--- config.mk ---
export PLATFORM = sky130hd
export DESIGN_NAME = attn_sequencer
export DESIGN_NICKNAME = d
export VERILOG_FILES = /design/src/rtl/attn_pkg.sv /design/src/rtl/attn_idx_walker.sv /design/src/rtl/attn_sequencer.sv
export SDC_FILE = /design/constraint.sdc
export NUM_CORES = 1
export LEC_CHECK = 0
export ABC_AREA = 1
export BUFFER_PORTS_ARGS = -buffer_cell sky130_fd_sc_hd__buf_2
export CAP_MARGIN = 10
export CORE_MARGIN = 4
export CORE_UTILIZATION = 56
export DETAILED_ROUTE_END_ITERATION = 16
export GPL_TIMING_DRIVEN = 0
export PLACE_DENSITY = 0.82
export SLEW_MARGIN = 40
export SYNTH_ARGS = -nofsm -noshare
export SYNTH_HDL_FRONTEND = slang
export SYNTH_SLANG_ARGS = --single-unit
--- constraint.sdc ---
create_clock -name clk -period 4.05 [get_ports clk]
set_input_delay 1.0125 -clock clk [delete_from_list [all_inputs] [get_ports clk]]
set_output_delay 1.0125 -clock clk [all_outputs]
set_load 0.05 [all_outputs]
--- src/rtl/attn_pkg.sv ---
// Shared constants and state encoding for the attention control sequencer.
package attn_pkg;

    localparam int ATTN_N       = 8;
    localparam int ATTN_AW      = 6;
    localparam int ATTN_MAC_LAT = 2;

    localparam logic OP_QK = 1'b0;
    localparam logic OP_SV = 1'b1;

    typedef enum logic [2:0] {
        ST_IDLE,
        ST_LOAD,
        ST_QK,
        ST_QK_WAIT,
        ST_SV,
        ST_SV_WAIT,
        ST_FIN
    } state_t;

endpackage

--- src/rtl/attn_idx_walker.sv ---
// Nested i/j/k index walker (k innermost), shared by the score and output phases.
module attn_idx_walker #(
    parameter int N  = 8,
    parameter int IW = $clog2(N)
) (
    input  logic          clk,
    input  logic          reset,
    input  logic          start,
    input  logic          step,
    output logic [IW-1:0] i,
    output logic [IW-1:0] j,
    output logic [IW-1:0] k,
    output logic          k_last,
    output logic          all_last
);

    localparam logic [IW-1:0] IDX_MAX = IW'(N - 1);

    assign k_last   = (k == IDX_MAX);
    assign all_last = k_last && (j == IDX_MAX) && (i == IDX_MAX);

    // Counters wrap modulo N, so a complete walk leaves them back at zero.
    always_ff @(posedge clk or negedge reset) begin
        if (!reset) begin
            i <= '0;
            j <= '0;
            k <= '0;
        end else if (start) begin
            i <= '0;
            j <= '0;
            k <= '0;
        end else if (step) begin
            k <= k + 1'b1;
            if (k_last) begin
                j <= j + 1'b1;
                if (j == IDX_MAX)
                    i <= i + 1'b1;
            end
        end
    end

endmodule

--- src/rtl/attn_sequencer.sv ---
// Load / Q*K^T / S*V scheduler for the single-MAC attention datapath.
module attn_sequencer
    import attn_pkg::*;
#(
    parameter int N       = ATTN_N,
    parameter int AW      = ATTN_AW,
    parameter int MAC_LAT = ATTN_MAC_LAT
) (
    input  logic          clk,
    input  logic          reset,
    input  logic          en,
    output logic          ld_we,
    output logic [AW-1:0] ld_addr,
    output logic          op_sel,
    output logic [AW-1:0] rd_a_addr,
    output logic [AW-1:0] rd_b_addr,
    output logic          mac_clr,
    output logic          mac_en,
    output logic          s_we,
    output logic [AW-1:0] s_addr,
    output logic          done,
    output logic [AW-1:0] out_addr,
    output logic          busy,
    output logic          fin,
    output logic          err_overrun
);

    localparam int IW = $clog2(N);
    localparam int WW = $clog2(MAC_LAT + 1);
    localparam logic [AW-1:0] LOAD_LAST = AW'(N * N - 1);
    localparam logic [WW-1:0] WAIT_LAST = WW'(MAC_LAT - 1);

    state_t        state, next_state;
    logic [AW-1:0] load_cnt;
    logic [WW-1:0] wait_cnt;
    logic [IW-1:0] i, j, k;
    logic          k_last, all_last;
    logic          loading, ld_accept, issuing, wait_done, walk_start;
    logic          dl_vld  [MAC_LAT];
    logic          dl_sv   [MAC_LAT];
    logic [AW-1:0] dl_addr [MAC_LAT];

    assign loading    = (state == ST_IDLE) || (state == ST_LOAD);
    assign ld_accept  = en && loading;
    assign issuing    = (state == ST_QK) || (state == ST_SV);
    assign wait_done  = (wait_cnt == WAIT_LAST);
    assign walk_start = (state == ST_IDLE);

    attn_idx_walker #(.N(N), .IW(IW)) u_walker (
        .clk      (clk),
        .reset    (reset),
        .start    (walk_start),
        .step     (issuing),
        .i        (i),
        .j        (j),
        .k        (k),
        .k_last   (k_last),
        .all_last (all_last)
    );

    always_ff @(posedge clk or negedge reset) begin
        if (!reset) state <= ST_IDLE;
        else        state <= next_state;
    end

    always_comb begin
        next_state = state;
        case (state)
            ST_IDLE:    if (en) next_state = ST_LOAD;
            ST_LOAD:    if (en && load_cnt == LOAD_LAST) next_state = ST_QK;
            ST_QK:      if (all_last) next_state = ST_QK_WAIT;
            ST_QK_WAIT: if (wait_done) next_state = ST_SV;
            ST_SV:      if (all_last) next_state = ST_SV_WAIT;
            ST_SV_WAIT: if (wait_done) next_state = ST_FIN;
            ST_FIN:     next_state = ST_IDLE;
            default:    next_state = ST_IDLE;
        endcase
    end

    always_ff @(posedge clk or negedge reset) begin
        if (!reset)
            load_cnt <= '0;
        else if (ld_accept)
            load_cnt <= (load_cnt == LOAD_LAST) ? '0 : load_cnt + 1'b1;
    end

    // Sticky overrun flag; only a fresh run start clears it.
    always_ff @(posedge clk or negedge reset) begin
        if (!reset)
            err_overrun <= 1'b0;
        else if (state == ST_IDLE && en)
            err_overrun <= 1'b0;
        else if (en && !loading)
            err_overrun <= 1'b1;
    end

    always_ff @(posedge clk or negedge reset) begin
        if (!reset)
            wait_cnt <= '0;
        else if (state == ST_QK_WAIT || state == ST_SV_WAIT)
            wait_cnt <= wait_cnt + 1'b1;
        else
            wait_cnt <= '0;
    end

    // Result tags travel MAC_LAT cycles alongside the MAC pipeline, across phase boundaries.
    always_ff @(posedge clk or negedge reset) begin
        if (!reset) begin
            for (int s = 0; s < MAC_LAT; s++) begin
                dl_vld[s]  <= 1'b0;
                dl_sv[s]   <= 1'b0;
                dl_addr[s] <= '0;
            end
        end else begin
            dl_vld[0]  <= issuing && k_last;
            dl_sv[0]   <= (state == ST_SV);
            dl_addr[0] <= {i, j};
            for (int s = 1; s < MAC_LAT; s++) begin
                dl_vld[s]  <= dl_vld[s-1];
                dl_sv[s]   <= dl_sv[s-1];
                dl_addr[s] <= dl_addr[s-1];
            end
        end
    end

    always_comb begin
        ld_we     = ld_accept && reset;
        ld_addr   = load_cnt;
        op_sel    = OP_QK;
        rd_a_addr = '0;
        rd_b_addr = '0;
        mac_clr   = 1'b0;
        mac_en    = 1'b0;
        busy      = (state != ST_IDLE);
        fin       = (state == ST_FIN);
        s_we      = dl_vld[MAC_LAT-1] && !dl_sv[MAC_LAT-1];
        done      = dl_vld[MAC_LAT-1] && dl_sv[MAC_LAT-1];
        s_addr    = s_we ? dl_addr[MAC_LAT-1] : '0;
        out_addr  = done ? dl_addr[MAC_LAT-1] : '0;
        case (state)
            ST_QK: begin
                mac_en    = 1'b1;
                mac_clr   = (k == '0);
                rd_a_addr = {i, k};
                rd_b_addr = {j, k};
            end
            ST_SV: begin
                op_sel    = OP_SV;
                mac_en    = 1'b1;
                mac_clr   = (k == '0);
                rd_a_addr = {i, k};
                rd_b_addr = {k, j};
            end
            default: ;
        endcase
    end

endmodule

# --- Word level (Yosys, flattened, before mapping) ---
# Index checks and enable logic that the tools add are counted.
word_totals:
  memories: 0
  ramBits: 0
  latchBits: 0
  mem_bits_ro: 0
  inputBits: 3
  reg_bits: 37
  output_inout_bits: 39
classes:
  div: 0
  addsub: 5
  n_bitwise: 0
  order_cmp: 0
  n_mul: 0
  n_eq_ne: 17
  muxes: 27
  shift: 0
  reduce_logical: 26
ops:
  columns: ["operator", "n"]
  rows:
  - ["3-bit two-way mux", 15]
  - ["6-bit two-way mux", 4]
  - ["3-bit == test, second input constant", 6]
  - ["3-bit one-hot mux with 6 select lines", 1]
  - ["6-bit one-hot mux with 2 select lines", 1]
  - ["1-bit logical AND", 10]
  - ["2-bit != test, second input constant", 5]
  - ["3-bit by 1-bit adder with 3-bit output, second input constant", 3]
  - ["2-bit nonzero test", 4]
  - ["6-bit by 1-bit adder with 6-bit output, second input constant", 1]
  - ["3-bit by 2-bit == test with 1-bit output, second input constant", 2]
  - ["6-bit == test, second input constant", 1]
  - ["3-bit zero test", 2]
  - ["6-bit AND reduction", 1]
  - ["1-bit two-way mux", 5]
  - ["3-bit by 1-bit == test with 1-bit output, second input constant", 1]
  - ["1-bit logical OR", 3]
  - ["3-bit AND reduction", 1]
  - ["3-bit nonzero test", 1]
  - ["2-bit by 1-bit adder with 2-bit output, second input constant", 1]
  - ["2-bit by 1-bit == test with 1-bit output, second input constant", 1]
  - ["1-bit zero test", 2]
  - ["2-bit two-way mux", 1]
  - ["2-bit by 1-bit != test with 1-bit output, second input constant", 1]
  - ["2 further kinds", 2]

# --- Logic depth before layout (Yosys ltp) ---
logic_depth:
  word_depth: 6
  depth_mapped: 9
  depth_no_buf: 9

# --- Cells and area by module ---
# From an unflattened synthesis, not the netlist that was laid out.
hier_totals:
  hier_cells: 214
  area_unflattened_um2: 1801.7
by_module_without_submodules:
  columns: ["module", "seq_area_each_um2", "n_inst", "cells_each", "area_each_um2"]
  rows:
  - ["attn_sequencer", 700.7, 1, 157, 1296.2]
  - ["attn_idx_walker", 225.2, 1, 57, 505.5]

# --- Worst setup path after synthesis ---
# No wires, ideal clock.
synth_timing:
  kind: "reg2out"
  start: "reg dl_sv[0] (netlist bit)"
  end: "out s_addr[0]"
  n_path_buf: 0
  t_arrival_ps: 1993
  path_stages_with_launch: 4
  slack_ps: 1045
  cell_sequence: "dfrtp_1 nor2_1 inv_1 nor2_1"
synth_between:
  elab_chain_cells: 3
synth_lines:
  columns: ["item", "line", "text"]
  rows:
  - ["start, declared", "attn_sequencer.sv:40", "logic dl_sv [MAC_LAT];"]
  - ["start signal, assigned by index", "attn_sequencer.sv:120", "dl_sv[s] <= dl_sv[s-1];"]
  - ["1-bit zero test", "attn_sequencer.sv:136", "s_we = dl_vld[MAC_LAT-1] && !dl_sv[MAC_LAT-1];"]
  - ["1-bit logical AND", "attn_sequencer.sv:136", null]
  - ["named net s_we", "attn_sequencer.sv:19", "output logic s_we,"]
  - ["6-bit two-way mux", "attn_sequencer.sv:138", "s_addr = s_we ? dl_addr[MAC_LAT-1] : '0;"]
  - ["end, declared", "attn_sequencer.sv:20", "output logic [AW-1:0] s_addr,"]
# The timed path passes the listed nets, and every way through them passes these cells.

# --- Worst setup path after layout ---
layout_timing:
  start: "in reset"
  end: "out ld_we"
layout_between:
  elab_chain_cells: 1
layout_lines:
  columns: ["item", "line", "text"]
  rows:
  - ["start, declared", "attn_sequencer.sv:10", "input logic reset,"]
  - ["1-bit logical AND", "attn_sequencer.sv:127", "ld_we = ld_accept && reset;"]
  - ["end, declared", "attn_sequencer.sv:12", "output logic ld_we,"]
# Every way passes these cells.

==> impl_metrics.yaml <==
power:
  power_mw: 1.36
  max-vdd-ir-drop_v: 0.000401
  powerDensity_mw_per_mm2: 667
  leakagePower_nw: 1.16
clock_network:
  cts_hold_buf: 0
  clockRootBuffer: "clkbuf_4"
  cts_buffer_depth: 2
  cts_buffers: 5
  htreeDepth: 2
  post_cts_resized: 0
  cts_tree: "done"
  path_clk_slew_ns: 0.10
  clock-sinks: 37
  postCtsSetupRepairBufs: 0
  clk_latency_ns: 0.34
finish:
  area_growth_pct: 17.1
  multi_input_area_um2: 672
  drive_gt1_share_pct: 26.2
  diodes: 0
  final_common_cell: "buf_2"
  nNetsFinal: 255
  fin_cells: 275
  regArea_um2: 926
  n_fill_cell: 236
  final_cell_mix: "buf_2, dfrtp_1, nand2_1, inv_1, nor2_1"
  design_area_mm2: 0.00204
detailed_routing:
  ant_nets: 0
  vias_per_cell: 5.07
  drt_iter0_markers: 49
  vias: 1393
  drc_errors: 0
  dr.pass1.iters: 4
  drt_wl_total_um: 3080
  wl_per_cell_um: 11.2
global_route:
  grt_usage_pct: 18.0
  grt_pass1_vias: 1332
  grt_max_degree: 39
  grt_pass1_wl_um: 5780
  grt_antenna_before_repair: 0
  gr-total-overflow: 0
worst_setup_path:
  cp_data_required_time_ns: 3.04
  crit_type: "input pin to primary output"
  cp-start-kind: "input pin"
  arrival_ns: 1.84
  r2r_slack_ns: 2.55
  crit_fanout: 38
  end_kind: "primary output"
die:
  die_area_mm2: 0.00406
  core_area_mm2: 0.00285
  rows: 19
  start_util_pct: 61.0
  die_y_um: 63.7
  die_x_um: 63.7
  ioPinCount: 42
yosys:
  ys_ff_latch: 37
  synth-seq-area-share_pct: 53.2
  syn-num-nets: 207
  yosysUniqueCellTypes: 22
  avgSynthCellArea_um2: 8.92
  synth_area_mm2: 0.00174
  synthCells: 195
  yosys_warnings: 0
sta:
  tns_ns: 0
  slew_viol_final: 0
  max_freq_ghz: 0.350
  post-route-min-period_ns: 2.86
  final-hold-violation-count: 0
  rsz0062_at_grt: "false"
  setup_violations: 0
  max_slew_margin_pct: 70.0
  finalClockSkew_ns: 0.00667
  worst_slew_pin_slew_ns: 0.450
  period_share_pct: 70.5
status:
  outcome: "completed"
run:
  drv_cap: 0
placed_design:
  io_buffers: 41
  hpwl_um: 2380
  dp_cells: 267
  placed_area_mm2: 0.00198
  globalplace.congestion: 0.836
worst_hold_path:
  hp-class: "register to register"
==> logic make-up (layout without fill, tap and decap cells) <==
family	count (synthesis)	count (layout)	share of synthesized area [%]
and+or+nand+nor	88	88	24.4
adders and majority gates	9	9	6.47
xor gates and xnor gates	2	2	1.01
AOI/OAI and AO/OA	22	22	6.76
buffers and inverters	37	86	8.13
DFF	37	37	53.2
==> layer usage <==
| layer | up-vias | global-route usage (%) | part of all wire (%) |
|---|---|---|---|
| li1 | 717 | - | - |
| met1 | 619 | 22.0 | 44 |
| met2 | 50 | 29.5 | 47 |
| met3 | 7 | 4.38 | 6.5 |
| met4 | 0 | 9.70 | 2.1 |
| met5 | - | 0 | 0 |
==> flip-flops by register name (all words and copies together) (netlist names) <==
signal	flops
dl_sv	2
ld_addr	6
wait_cnt	2
u_walker.i	3
dl_vld	2
u_walker.k	3
dl_addr	12
state	3
err_overrun	1
u_walker.j	3
==> synthesized netlist by cell type <==
library cell | n | area share, %
dfrtp_1 | 37 | 53
nand2_1 | 34 | 7.3
inv_1 | 31 | 6.7
nor2_1 | 28 | 6.0
nand3_1 | 10 | 2.9
ha_1 | 9 | 6.5
o21ai_0 | 9 | 2.6
nand4_1 | 6 | 2.2
o22ai_1 | 6 | 2.2
inv_2 | 4 | 0.86
o21ai_1 | 4 | 1.2
a21oi_1 | 3 | 0.86
nand2_2 | 3 | 1.1
nand2_4 | 3 | 1.9
buf_2 | 1 | 0.29
clkinv_2 | 1 | 0.29
nand3_2 | 1 | 0.58
nor2_4 | 1 | 0.65
nor2_8 | 1 | 1.2
nor3_2 | 1 | 0.58
xnor2_1 | 1 | 0.50
xor2_1 | 1 | 0.50
==> cell type report <==
cell class	count	area share (%)
timing repair buffer	41	10.2
multi-input combinational	121	33.0
inverter	36	6.70
clock inverter	2	0.491
sequential	37	45.5
buffer	1	0.246
tap	31	1.90
clock buffer	6	2.03
==> final timing paths <==
kind / from / end / cells after the start
min in group asynchronous: reset / dl_addr[3]$_DFF_PN0_ / 1
max: reset / ld_we / 4
max reg2reg: ld_addr[0]$_DFFE_PN0P_ / state[1]$_DFFE_PN0P_ / 8
min reg2reg: dl_addr[11]$_DFF_PN0_ / dl_addr[5]$_DFF_PN0_ / 0
max in group asynchronous: reset / dl_addr[0]$_DFF_PN0_ / 1
min: dl_addr[11]$_DFF_PN0_ / dl_addr[5]$_DFF_PN0_ / 0
==> through the flow <==
stage / hold WS [ns] / utilization (%) / worst slack (ns)
after global placement: 0.331 / 69.5 / 0.897
after floorplan: 0.331 / - / 1.04
after detailed placement: 0.335 / 69.5 / 0.890
final: 0.357 / 71.4 / 1.19
after global routing: 0.365 / 71.4 / 1.02
after CTS: 0.359 / 71.3 / 0.888
==> power breakdown <==
group,switching (mW),total (mW),internal [mW],leakage [nW]
registers,0.0624,0.498,0.435,0.499
clock network,0.114,0.180,0.0661,0.0320
logic,0.514,0.682,0.168,0.625
total,0.690,1.36,0.669,1.16
==> worst max-delay path, cell delays in order <==
cell    delay (ns)
buf_4         0.38
inv_1         0.08
nor2_1        0.10
buf_2         0.26
No activity file was read; power rests on OpenSTA's default activity.
